===== config.mk =====
export PLATFORM = sky130hd
export DESIGN_NAME = seg_scan_ctrl
export DESIGN_NICKNAME = d
export VERILOG_FILES = /design/src/rtl/seg_scan_ctrl.sv
export SDC_FILE = /design/constraint.sdc
export NUM_CORES = 1
export LEC_CHECK = 0
export BUFFER_PORTS_ARGS = -buffer_cell sky130_fd_sc_hd__clkbuf_2
export CORE_MARGIN = 2
export CORE_UTILIZATION = 50
export CTS_BUF_LIST = sky130_fd_sc_hd__clkbuf_8 sky130_fd_sc_hd__clkbuf_16
export DETAILED_ROUTE_END_ITERATION = 16
export PLACE_DENSITY_LB_ADDON = 0.1
export SKIP_CTS_REPAIR_TIMING = 1
export SLEW_MARGIN = 20
export SYNTH_ARGS = -nofsm -noshare
export SYNTH_HDL_FRONTEND = slang
export SYNTH_SLANG_ARGS = --single-unit

===== constraint.sdc =====
create_clock -name clk -period 2.5 [get_ports clk]
set_clock_uncertainty 0.15 [all_clocks]
set_input_delay 0.125 -clock clk [delete_from_list [all_inputs] [get_ports clk]]
set_output_delay 0.125 -clock clk [all_outputs]
set_load 0.005 [all_outputs]

===== src/rtl/seg_scan_ctrl.sv =====
// Eight-digit multiplexed seven-segment scan controller with double-buffered code/dot registers.
// Optional leading-zero blanking is compiled in when SEG_LZB_EN is defined.
module seg_scan_ctrl #(
  parameter int unsigned SCAN_DIV = 100000
) (
  input  logic        clk,
  input  logic        rst,
  input  logic        wr_en,
  input  logic        wr_addr,
  input  logic [31:0] wr_data,
  input  logic        disp_en,
  output logic [7:0]  an,
  output logic [7:0]  seg,
  output logic        frame_done
);

  localparam int unsigned PW = (SCAN_DIV > 1) ? $clog2(SCAN_DIV) : 1;
  localparam logic [PW-1:0] PRE_LAST = PW'(SCAN_DIV - 1);
  localparam logic [31:0] CODE_RST = 32'hBBBB_BBBB;

  logic [PW-1:0] pre_q, pre_d;
  logic [2:0]    idx_q, idx_d;
  logic [31:0]   sh_code_q, sh_code_d;
  logic [7:0]    sh_dot_q, sh_dot_d;
  logic [31:0]   act_code_q, act_code_d;
  logic [7:0]    act_dot_q, act_dot_d;
  logic [7:0]    an_q, an_d;
  logic [7:0]    seg_q, seg_d;
  logic          fd_q, fd_d;

  logic          tick;
  logic          commit;
  logic [3:0]    nib;

  function automatic logic [6:0] decode(input logic [3:0] code);
    logic [6:0] s;
    case (code)
      4'd0:    s = 7'b1000000;
      4'd1:    s = 7'b1111001;
      4'd2:    s = 7'b0100100;
      4'd3:    s = 7'b0110000;
      4'd4:    s = 7'b0011001;
      4'd5:    s = 7'b0010010;
      4'd6:    s = 7'b0000010;
      4'd7:    s = 7'b1111000;
      4'd8:    s = 7'b0000000;
      4'd9:    s = 7'b0010000;
      4'd10:   s = 7'b0111111;
      4'd11:   s = 7'b1111111;
      default: s = 7'b1000000;
    endcase
    return s;
  endfunction

  assign tick   = (pre_q == PRE_LAST);
  assign commit = tick && (idx_q == 3'd7);
  assign nib    = act_code_q[{idx_q, 2'b00} +: 4];

`ifdef SEG_LZB_EN
  logic lz_dark;
  assign lz_dark = (idx_q != 3'd0) && ((act_code_q >> {idx_q, 2'b00}) == 32'd0);
`endif

  always_ff @(posedge clk) begin
    if (rst) begin
      pre_q      <= '0;
      idx_q      <= '0;
      sh_code_q  <= CODE_RST;
      sh_dot_q   <= '0;
      act_code_q <= CODE_RST;
      act_dot_q  <= '0;
      an_q       <= '1;
      seg_q      <= '1;
      fd_q       <= 1'b0;
    end else begin
      pre_q      <= pre_d;
      idx_q      <= idx_d;
      sh_code_q  <= sh_code_d;
      sh_dot_q   <= sh_dot_d;
      act_code_q <= act_code_d;
      act_dot_q  <= act_dot_d;
      an_q       <= an_d;
      seg_q      <= seg_d;
      fd_q       <= fd_d;
    end
  end

  // Commit reads the post-write shadow value so a write on the frame boundary lands this frame.
  always_comb begin
    pre_d      = tick ? '0 : pre_q + PW'(1);
    idx_d      = tick ? idx_q + 3'd1 : idx_q;
    sh_code_d  = (wr_en && !wr_addr) ? wr_data : sh_code_q;
    sh_dot_d   = (wr_en && wr_addr) ? wr_data[7:0] : sh_dot_q;
    act_code_d = commit ? sh_code_d : act_code_q;
    act_dot_d  = commit ? sh_dot_d : act_dot_q;
    fd_d       = commit;
  end

  always_comb begin
    an_d = '1;
    if (disp_en) an_d = ~(8'd1 << idx_q);
`ifdef SEG_LZB_EN
    if (lz_dark) an_d = '1;
`endif
    seg_d = {(nib == 4'd11) ? 1'b1 : ~act_dot_q[idx_q], decode(nib)};
  end

  assign an         = an_q;
  assign seg        = seg_q;
  assign frame_done = fd_q;

endmodule


# [Yosys cells after proc, flatten, opt, wreduce, memory -nomap -nowiden]
# Memory sizes are Yosys's and may differ from the RTL's. A register that Yosys moved wholly into a read port is not among the register bits.
# Index checks and enable logic that the tools add are counted.
[totals] register_bits=110 output_inout_bits=17 word_cells=32 ram_bits=0 in_bits=37 latch_bits=0 mem_count=1 romBits=112
[mem_list] name="(name not given)" depth=16 word_bits=7 rd=1 rd_ports_with_merged_regs=1 wr=0 line_no="37" source="case (code)"
[op_classes] n_reduce_logical=7 magnitude_cmp=1 eq_ne=3 add_sub_neg=2 div_mod_pow=0 multipliers=0 bitwise=3 shift=2 n_mux=4
[ops] cell="two-way mux 32 bit" n=1
[ops] cell="variable part select 32 x 6 -> 4 bit" n=1
[ops] cell="adder 17 x 1 -> 17 bit (second input constant)" n=1
[ops] cell="== test 17 bit (second input constant)" n=1
[ops] cell="two-way mux 8 bit" n=1
[ops] cell="NOT 8 bit" n=1
[ops] cell="<< shifter 1 x 3 -> 8 bit (first input constant)" n=1
[ops] cell="OR reduction 2 bit" n=3
[ops] cell="== test 4 bit (second input constant)" n=1
[ops] cell="less-than comparator 3 x 4 -> 1 bit (second input constant)" n=1
[ops] cell="adder 3 x 1 -> 3 bit (second input constant)" n=1
[ops] cell="binary-select mux 1 bit (select 3 bit)" n=1
[ops] cell="== test 3 bit (second input constant)" n=1
[ops] cell="logical AND 1 bit" n=3
[ops] cell="NOT 1 bit" n=2
[ops] cell="zero test 1 bit" n=1
[ops] cell="two-way mux 1 bit" n=1

# [Depth between registers and ports, before layout]
# Gate-level depths: netlist of the first run.
[depth] depth_word=3 ltp_mapped=9 ltp_nobuf=7

# [Worst setup path after synthesis of the first run]
# OpenSTA, ideal clock, no wires.
[synth_path] path_type="reg2reg" from="register idx_q[0]" to="register seg_q[2] (netlist: seg[2])" path_stages_with_launch=7 required_ns=2.236 setup_ns=0.114 t_arrival_ns=2.000 slack_ns=0.236 cell_sequence="dfxtp_1 > buf_6 > mux4_2 > mux2_4 > ha_1 > mux2_4 > a21o_1"
[synth_via] elab_chain_cells=1
[synth_rtl] item="start, declared" line_no="22" source="logic [2:0] idx_q, idx_d;"
[synth_rtl] item="start signal, assigned" line_no="77" source="idx_q <= idx_d;"
[synth_rtl] item="variable part select 32 x 6 -> 4 bit" line_no="57" source="assign nib = act_code_q[{idx_q, 2'b00} +: 4];"
[synth_rtl] item="end, declared" line_no="28" source="logic [7:0] seg_q, seg_d;"
# Every way passes these cells.
# A chain may end at the register's enable or synchronous reset.

# [Final worst setup path of the first run]
# Ends and elaborated chain as after synthesis.

==> results of run 1 <==
-- cell families (layout without fill, tap and decap cells) --
kind of cell | Yosys count | after routing | synth area share, %
AO/OA/AOI/OAI | 57 | 57 | 7.846
XOR/XNOR | 12 | 12 | 2.047
adder cells (fa/ha/maj) | 12 | 12 | 2.924
buffers and inverters | 41 | 148 | 5.117
flip-flops | 117 | 117 | 45.61
AND/OR/NAND/NOR | 154 | 154 | 16.54
multiplexers | 68 | 68 | 19.91
-- metal layers --
metal | vias up | wire length, µm
met5 | - | 0
li1 | 1809 | -
met1 | 1678 | 4722
met2 | 74 | 4950
met4 | 0 | 150
met3 | 15 | 462
-- path summary, 6_finish.rpt --
kind,endpoint,slack [ns]
setup / recovery,seg[2],0.17
hold reg to reg,pre_q[0],0.31
hold / removal,sh_dot_q[7],0.04
setup reg to reg,seg[2],0.17
-- stage by stage --
stage / utilization (%) / hold slack [ns]
2_1_floorplan: - / 0.1101
3_3_place_gp: 55.95 / 0.2160
3_5_place_dp: 55.95 / 0.2143
4_1_cts: 62.13 / -0.3307
5_1_grt: 65.78 / 0.06718
6_report: 65.78 / 0.03604
-- state kept, by name (all words and copies together), names as in the netlist --
signal,count
frame_done,1
act_code_q,32
pre_q,17
seg,8
sh_code_q,32
idx_q,3
sh_dot_q,8
act_dot_q,8
an,8
-- layout make-up --
type	count	share of cell area, %
Sequential cell	117	36.10
Inverter	9	0.5206
Clock buffer	22	7.443
Timing Repair Buffer	107	12.30
Clock inverter	10	1.948
Tap cell	133	2.565
Multi-Input combinational cell	303	39.12
-- where the power goes --
part,switching (mW),total (mW),leakage (nW),internal [mW]
clock network,0.826,2.46,0.308,1.64
logic,0.111,0.232,1.35,0.121
registers,0.0115,1.92,0.952,1.91
-- cell usage in the layout, fill, tap and decap left out, types with 9 or more instances in the layout --
cell and count:
sky130_fd_sc_hd__dfxtp_1 117, sky130_fd_sc_hd__clkbuf_2 53, sky130_fd_sc_hd__nor2b_1 42, sky130_fd_sc_hd__mux2_4 38, sky130_fd_sc_hd__dlygate4sd3_1 36, sky130_fd_sc_hd__a211o_1 24
sky130_fd_sc_hd__nor2_1 24, sky130_fd_sc_hd__or2_2 24, sky130_fd_sc_hd__nand3_1 19, sky130_fd_sc_hd__nand2_1 19, sky130_fd_sc_hd__a21oi_1 16, sky130_fd_sc_hd__clkbuf_16 16
sky130_fd_sc_hd__buf_4 15, sky130_fd_sc_hd__mux2i_1 14, sky130_fd_sc_hd__ha_1 12, sky130_fd_sc_hd__inv_1 9
==> Implementation_results.wiki, run 1 <==
{| class="wikitable"
! Metric !! Value
|-
| Flip-flop and latch area || 0.002342 mm²
|-
| Horiz. Die Dim || 105.3 µm
|-
| Wire length per cell || 14.67 µm
|-
| Multi-input gate area || 0.002539 mm²
|-
| Maximum capacitance violations || 0
|-
| Maximum resistive drop on vdd || 0.4116 mV
|-
| Crit-path max FO || 11
|-
| Skew-Pair Late Insertion Delay || 0.52 ns
|-
| Unrepaired setup endpoints after global routing || false
|-
| Standard cell with the maximum stage delay on the critical path || sky130_fd_sc_hd__mux4_2
|-
| Number of H-tree levels || 4
|-
| Met3 Use GR || 6.246%
|-
| Startpoint Class || flop
|-
| Crit. End Element || flop
|-
| Routability-driven placement congestion ratio || 0.8270
|-
| Count of final hold-check violations || 0
|-
| Clock root cell || sky130_fd_sc_hd__clkbuf_8
|-
| Depth of the worst register-to-register path || 6
|-
| Top Family by Delay on Critical Path || multiplexers
|-
| Clock tree buffer depth || 2
|-
| Synth Net Count || 510
|-
| Met2 Usage GRT || 29.68%
|-
| DRT Wirelength || 10.29 mm
|-
| Status || complete, no violations
|-
| Final number of setup-violating endpoints || 0
|-
| Pin count of the biggest net entering global routing || 31
|-
| Antenna-violating nets left || 0
|-
| Most used standard cell by instance count after synthesis || sky130_fd_sc_hd__dfxtp_1
|-
| Via count of the first global-routing pass || 3269
|-
| Fraction of final layout cells with drive strength greater than 1 || 31.16%
|-
| Core box area || 0.009864 mm²
|-
| Yosys warning total || 0
|-
| Total congestion overflow || 0
|-
| Global-route wire length before repair || 16.30 mm
|-
| TritonCTS clock tree || done
|-
| Final nets || 604
|-
| Antenna violations before repair || 0
|-
| Count of vias placed by the detailed router || 3576
|-
| Most area-consuming cells after synthesis || sky130_fd_sc_hd__dfxtp_1 (46%), sky130_fd_sc_hd__mux2_4 (11%), sky130_fd_sc_hd__nor2b_1 (5.2%)
|-
| Number of synthesized flops with an enable pin || 0
|-
| HP Start || rst
|-
| Fillers || 793
|-
| Number of stages on the worst hold path || 2
|-
| Growth of design area from synthesis to finish || 26.36%
|-
| Total leakage power || 2.608 nW
|-
| Setup tns final || 0 ns
|-
| Post-synth top cells || sky130_fd_sc_hd__dfxtp_1 (117), sky130_fd_sc_hd__nor2b_1 (43), sky130_fd_sc_hd__mux2_4 (38)
|-
| Delay of the slowest cell on the worst path || 0.51 ns
|-
| Die area || 0.01110 mm²
|-
| Effective utilization at floorplan || 52.05%
|-
| Share of the clock period used by the worst path || 93.23%
|-
| Top_reg_cell synth || sky130_fd_sc_hd__dfxtp_1
|-
| Most used routing layer in global routing || met2
|-
| Crit path launch || idx_q[0]
|-
| Flip-flop and latch count after synthesis || 117
|-
| Final Power || 4.616 mW
|-
| DRT iter0 DRCs || 124
|-
| HP Class || primary input to flop
|-
| Async set or reset register ratio after synthesis || 0%
|-
| Worst R2R Start || idx_q[0]
|-
| Number of antenna diodes || 0
|-
| Series of cell instances along the critical path || buf_12, mux4_2, mux2_4, ha_1, mux2_4, a21o_1
|-
| Via density || 5.101
|-
| Hpwl dp || 6.712 mm
|-
| Required time worst endpoint || 2.76 ns
|-
| Logic depth of the worst path, buffers included || 6
|-
| Pin slew with the least headroom to its limit || 0.5272 ns
|-
| WS Path Type || flop to flop
|-
| Die Height || 105.3 µm
|-
| Count of non-filler cells in the finished layout || 701
|-
| Met1 capacity usage during global routing || 23.86%
|-
| Cells after synthesis || 461
|-
| Clock edge transition at the registers on the reported setup and hold paths || 0.06 ns
|-
| Total placed instance area || 0.005519 mm²
|-
| Final max-slew violation count || 0
|-
| Areal power density over the cells || 711.4 mW/mm²
|-
| Setup ws final || 0.1691 ns
|-
| Portion of the post-synthesis area used by sequential elements || 45.61%
|-
| Final standard cell area without fillers || 0.006489 mm²
|-
| Distinct cell type count after synthesis || 46
|-
| Data arrival time at the worst-slack endpoint || 2.59 ns
|-
| TritonCTS Buffers || 17
|-
| Number of sinks on the clock net || 117
|-
| Row count || 36
|-
| Number of cells in the design after placement || 633
|-
| Dominant cell type by area after synthesis || sky130_fd_sc_hd__dfxtp_1
|-
| Minimum period implied by the final worst setup slack || 2.331 ns
|-
| Slew HR || 64.85%
|-
| Post-detailed-route DRC marker count || 0
|-
| Global routing usage summed across all routing layers || 18.95%
|-
| Total I/O pin count || 54
|-
| Number of buffers inserted by port buffering || 53
|-
| Worst path bufs/invs || 1
|-
| Pre-antenna DRT Iters || 5
|-
| Post-placement setup slack || 0.1652 ns
|-
| Mean area per synthesized cell || 11.14 µm²
|-
| Maximum frequency from static timing analysis || 429.0 MHz
|-
| Most Frequent Cell on Critical Path || sky130_fd_sc_hd__mux2_4
|-
| Area fraction of the dominant cell type after synthesis || 45.61%
|-
| Summed instance area of the synthesized netlist || 0.005135 mm²
|}
Power figures use the tool's default switching activity.
==> run 2, diff against run 1 <==
--- a/config.mk
+++ b/config.mk
@@ -6,6 +6,7 @@
 export NUM_CORES = 1
 export LEC_CHECK = 0
 export BUFFER_PORTS_ARGS = -buffer_cell sky130_fd_sc_hd__clkbuf_2
+export CORE_ASPECT_RATIO = 1.1
 export CORE_MARGIN = 2
 export CORE_UTILIZATION = 50
 export CTS_BUF_LIST = sky130_fd_sc_hd__clkbuf_8 sky130_fd_sc_hd__clkbuf_16
==> Implementation_results.wiki, run 2 (synthesis gave the netlist of run 1 again) <==
{| class="wikitable"
! Metric !! Value
|-
| Status || complete, no violations (unchanged)
|-
| HP Class || primary input to flop (unchanged)
|-
| Count of vias placed by the detailed router || 3496 (was 3576)
|-
| Pin count of the biggest net entering global routing || 63 (was 31)
|-
| Growth of design area from synthesis to finish || 25.17% (was 26.36%)
|-
| TritonCTS clock tree || done (unchanged)
|-
| Required time worst endpoint || 2.74 ns (was 2.76 ns)
|-
| Maximum capacitance violations || 0 (unchanged)
|-
| Number of H-tree levels || 4 (unchanged)
|-
| Share of the clock period used by the worst path || 91.83% (was 93.23%)
|-
| Skew-Pair Late Insertion Delay || 0.51 ns (was 0.52 ns)
|-
| Count of non-filler cells in the finished layout || 683 (was 701)
|-
| Die area || 0.01110 mm² (about the same)
|-
| Effective utilization at floorplan || 51.67% (was 52.05%)
|-
| Wire length per cell || 14.40 µm (was 14.67 µm)
|-
| Number of buffers inserted by port buffering || 53 (unchanged)
|-
| Worst Hold Margin || 0.01155 ns (was 0.03604 ns)
|-
| Hpwl dp || 6.584 mm (was 6.712 mm)
|-
| Data arrival time at the worst-slack endpoint || 2.54 ns (was 2.59 ns)
|-
| DRT iter0 DRCs || 84 (was 124)
|-
| Global routing usage summed across all routing layers || 18.36% (was 18.95%)
|-
| Maximum resistive drop on vdd || 0.4352 mV (was 0.4116 mV)
|-
| Antenna-violating nets left || 0 (unchanged)
|-
| Startpoint Class || flop (unchanged)
|-
| Minimum period implied by the final worst setup slack || 2.296 ns (was 2.331 ns)
|-
| Total congestion overflow || 0 (unchanged)
|-
| Setup tns final || 0 ns (unchanged)
|-
| DRT Wirelength || 9.835 mm (was 10.29 mm)
|-
| Fraction of final layout cells with drive strength greater than 1 || 30.37% (was 31.16%)
|-
| Global-route wire length before repair || 15.59 mm (was 16.30 mm)
|-
| Via density || 5.119 (was 5.101)
|-
| Pin slew with the least headroom to its limit || 0.5129 ns (was 0.5272 ns)
|-
| Die Height || 110.3 µm (was 105.3 µm)
|-
| Slew HR || 65.80% (was 64.85%)
|-
| Final nets || 599 (was 604)
|-
| Via count of the first global-routing pass || 3234 (was 3269)
|-
| Count of final hold-check violations || 0 (unchanged)
|-
| Clock edge transition at the registers on the reported setup and hold paths || 0.05 ns (was 0.06 ns)
|-
| Number of cells in the design after placement || 615 (was 633)
|-
| WS Path Type || flop to flop (unchanged)
|-
| Clock tree buffer depth || 2 (unchanged)
|-
| Routability-driven placement congestion ratio || 0.8043 (was 0.8270)
|-
| Largest registers in the final layout || act_code_q: 32 flops, sh_code_q: 32 flops, pre_q: 17 flops (unchanged)
|-
| Clock root cell || sky130_fd_sc_hd__clkbuf_8 (unchanged)
|-
| Number of sinks on the clock net || 117 (unchanged)
|-
| Multi-input gate area || 0.002539 mm² (unchanged)
|-
| Most frequent cells in the layout || sky130_fd_sc_hd__dfxtp_1 (117), sky130_fd_sc_hd__clkbuf_2 (53), sky130_fd_sc_hd__nor2b_1 (42), sky130_fd_sc_hd__mux2_4 (38), sky130_fd_sc_hd__dlygate4sd3_1 (36) (unchanged)
|-
| Final max-slew violation count || 0 (unchanged)
|-
| Post-detailed-route DRC marker count || 0 (unchanged)
|-
| Maximum frequency from static timing analysis || 435.6 MHz (was 429.0 MHz)
|-
| Core box area || 0.009937 mm² (was 0.009864 mm²)
|-
| Total leakage power || 2.577 nW (was 2.608 nW)
|-
| Horiz. Die Dim || 100.6 µm (was 105.3 µm)
|-
| Most frequent standard cell in the layout excluding fill and tap cells || sky130_fd_sc_hd__dfxtp_1 (unchanged)
|-
| Fillers || 774 (was 793)
|-
| Final number of setup-violating endpoints || 0 (unchanged)
|-
| Number of antenna diodes || 0 (unchanged)
|-
| Crit-path max FO || 23 (was 11)
|-
| Flip-flop and latch area || 0.002342 mm² (unchanged)
|-
| Unrepaired setup endpoints after global routing || false (unchanged)
|-
| Total I/O pin count || 54 (unchanged)
|-
| Pre-antenna DRT Iters || 4 (was 5)
|-
| Crit. End Element || flop (unchanged)
|-
| TritonCTS Buffers || 17 (unchanged)
|-
| Areal power density over the cells || 690.9 mW/mm² (was 711.4 mW/mm²)
|-
| Antenna violations before repair || 0 (unchanged)
|-
| Row count || 38 (was 36)
|}
==> run 2: worst max-delay path: stages (launching register included) <==
cell and delay [ns]:
sky130_fd_sc_hd__dfxtp_1 0.36, sky130_fd_sc_hd__ha_1 0.21, sky130_fd_sc_hd__and4_1 0.32, sky130_fd_sc_hd__and4_4 0.29, sky130_fd_sc_hd__and3_2 0.27, sky130_fd_sc_hd__buf_12 0.22
sky130_fd_sc_hd__mux2_1 0.34
==> run 2: final cells by class <==
class | instances | area share [%]
clock buffer | 21 | 7.300
clock inverter | 11 | 1.674
inverter | 9 | 0.5256
multi-input combinational | 303 | 39.50
sequential | 117 | 36.44
tap | 120 | 2.336
timing repair buffer | 102 | 12.23
==> run 2: where the power goes <==
group          leakage, nW  total (mW)  switching [mW]  internal, mW
clock network        0.292        2.29           0.789          1.50
registers            0.952        1.92          0.0118          1.91
logic                 1.33       0.227           0.109         0.117
total                 2.58        4.44           0.910          3.53
==> run 2: worst paths after layout <==
kind | depth (start not counted) | to | slack, ns | start
setup / recovery | 6 | act_code_q[21] | 0.20 | pre_q[0]
hold / removal | 2 | sh_dot_q[4] | 0.01 | rst
setup reg to reg | 6 | act_code_q[21] | 0.20 | pre_q[0]
hold reg to reg | 1 | pre_q[0] | 0.31 | pre_q[0]
==> run 2: through the flow <==
stage	utilization (%)	total power, mW	instance area, µm²	setup WS, ns
2_1_floorplan	-	2.076	5135	0.2358
6_report	64.68	4.440	6427	0.2041
3_3_place_gp	55.25	2.138	5490	0.2490
3_5_place_dp	55.25	2.143	5490	0.2182
4_1_cts	61.06	4.454	6067	0.2031
5_1_grt	64.68	4.614	6427	0.07496
==> run 2: per-layer routing <==
metal | share of wire (%) | global-route usage, %
met1 | 49 | 23.65
met2 | 47 | 28.95
met3 | 3.0 | 5.801
met4 | 1.3 | 6.849
met5 | 0 | 0
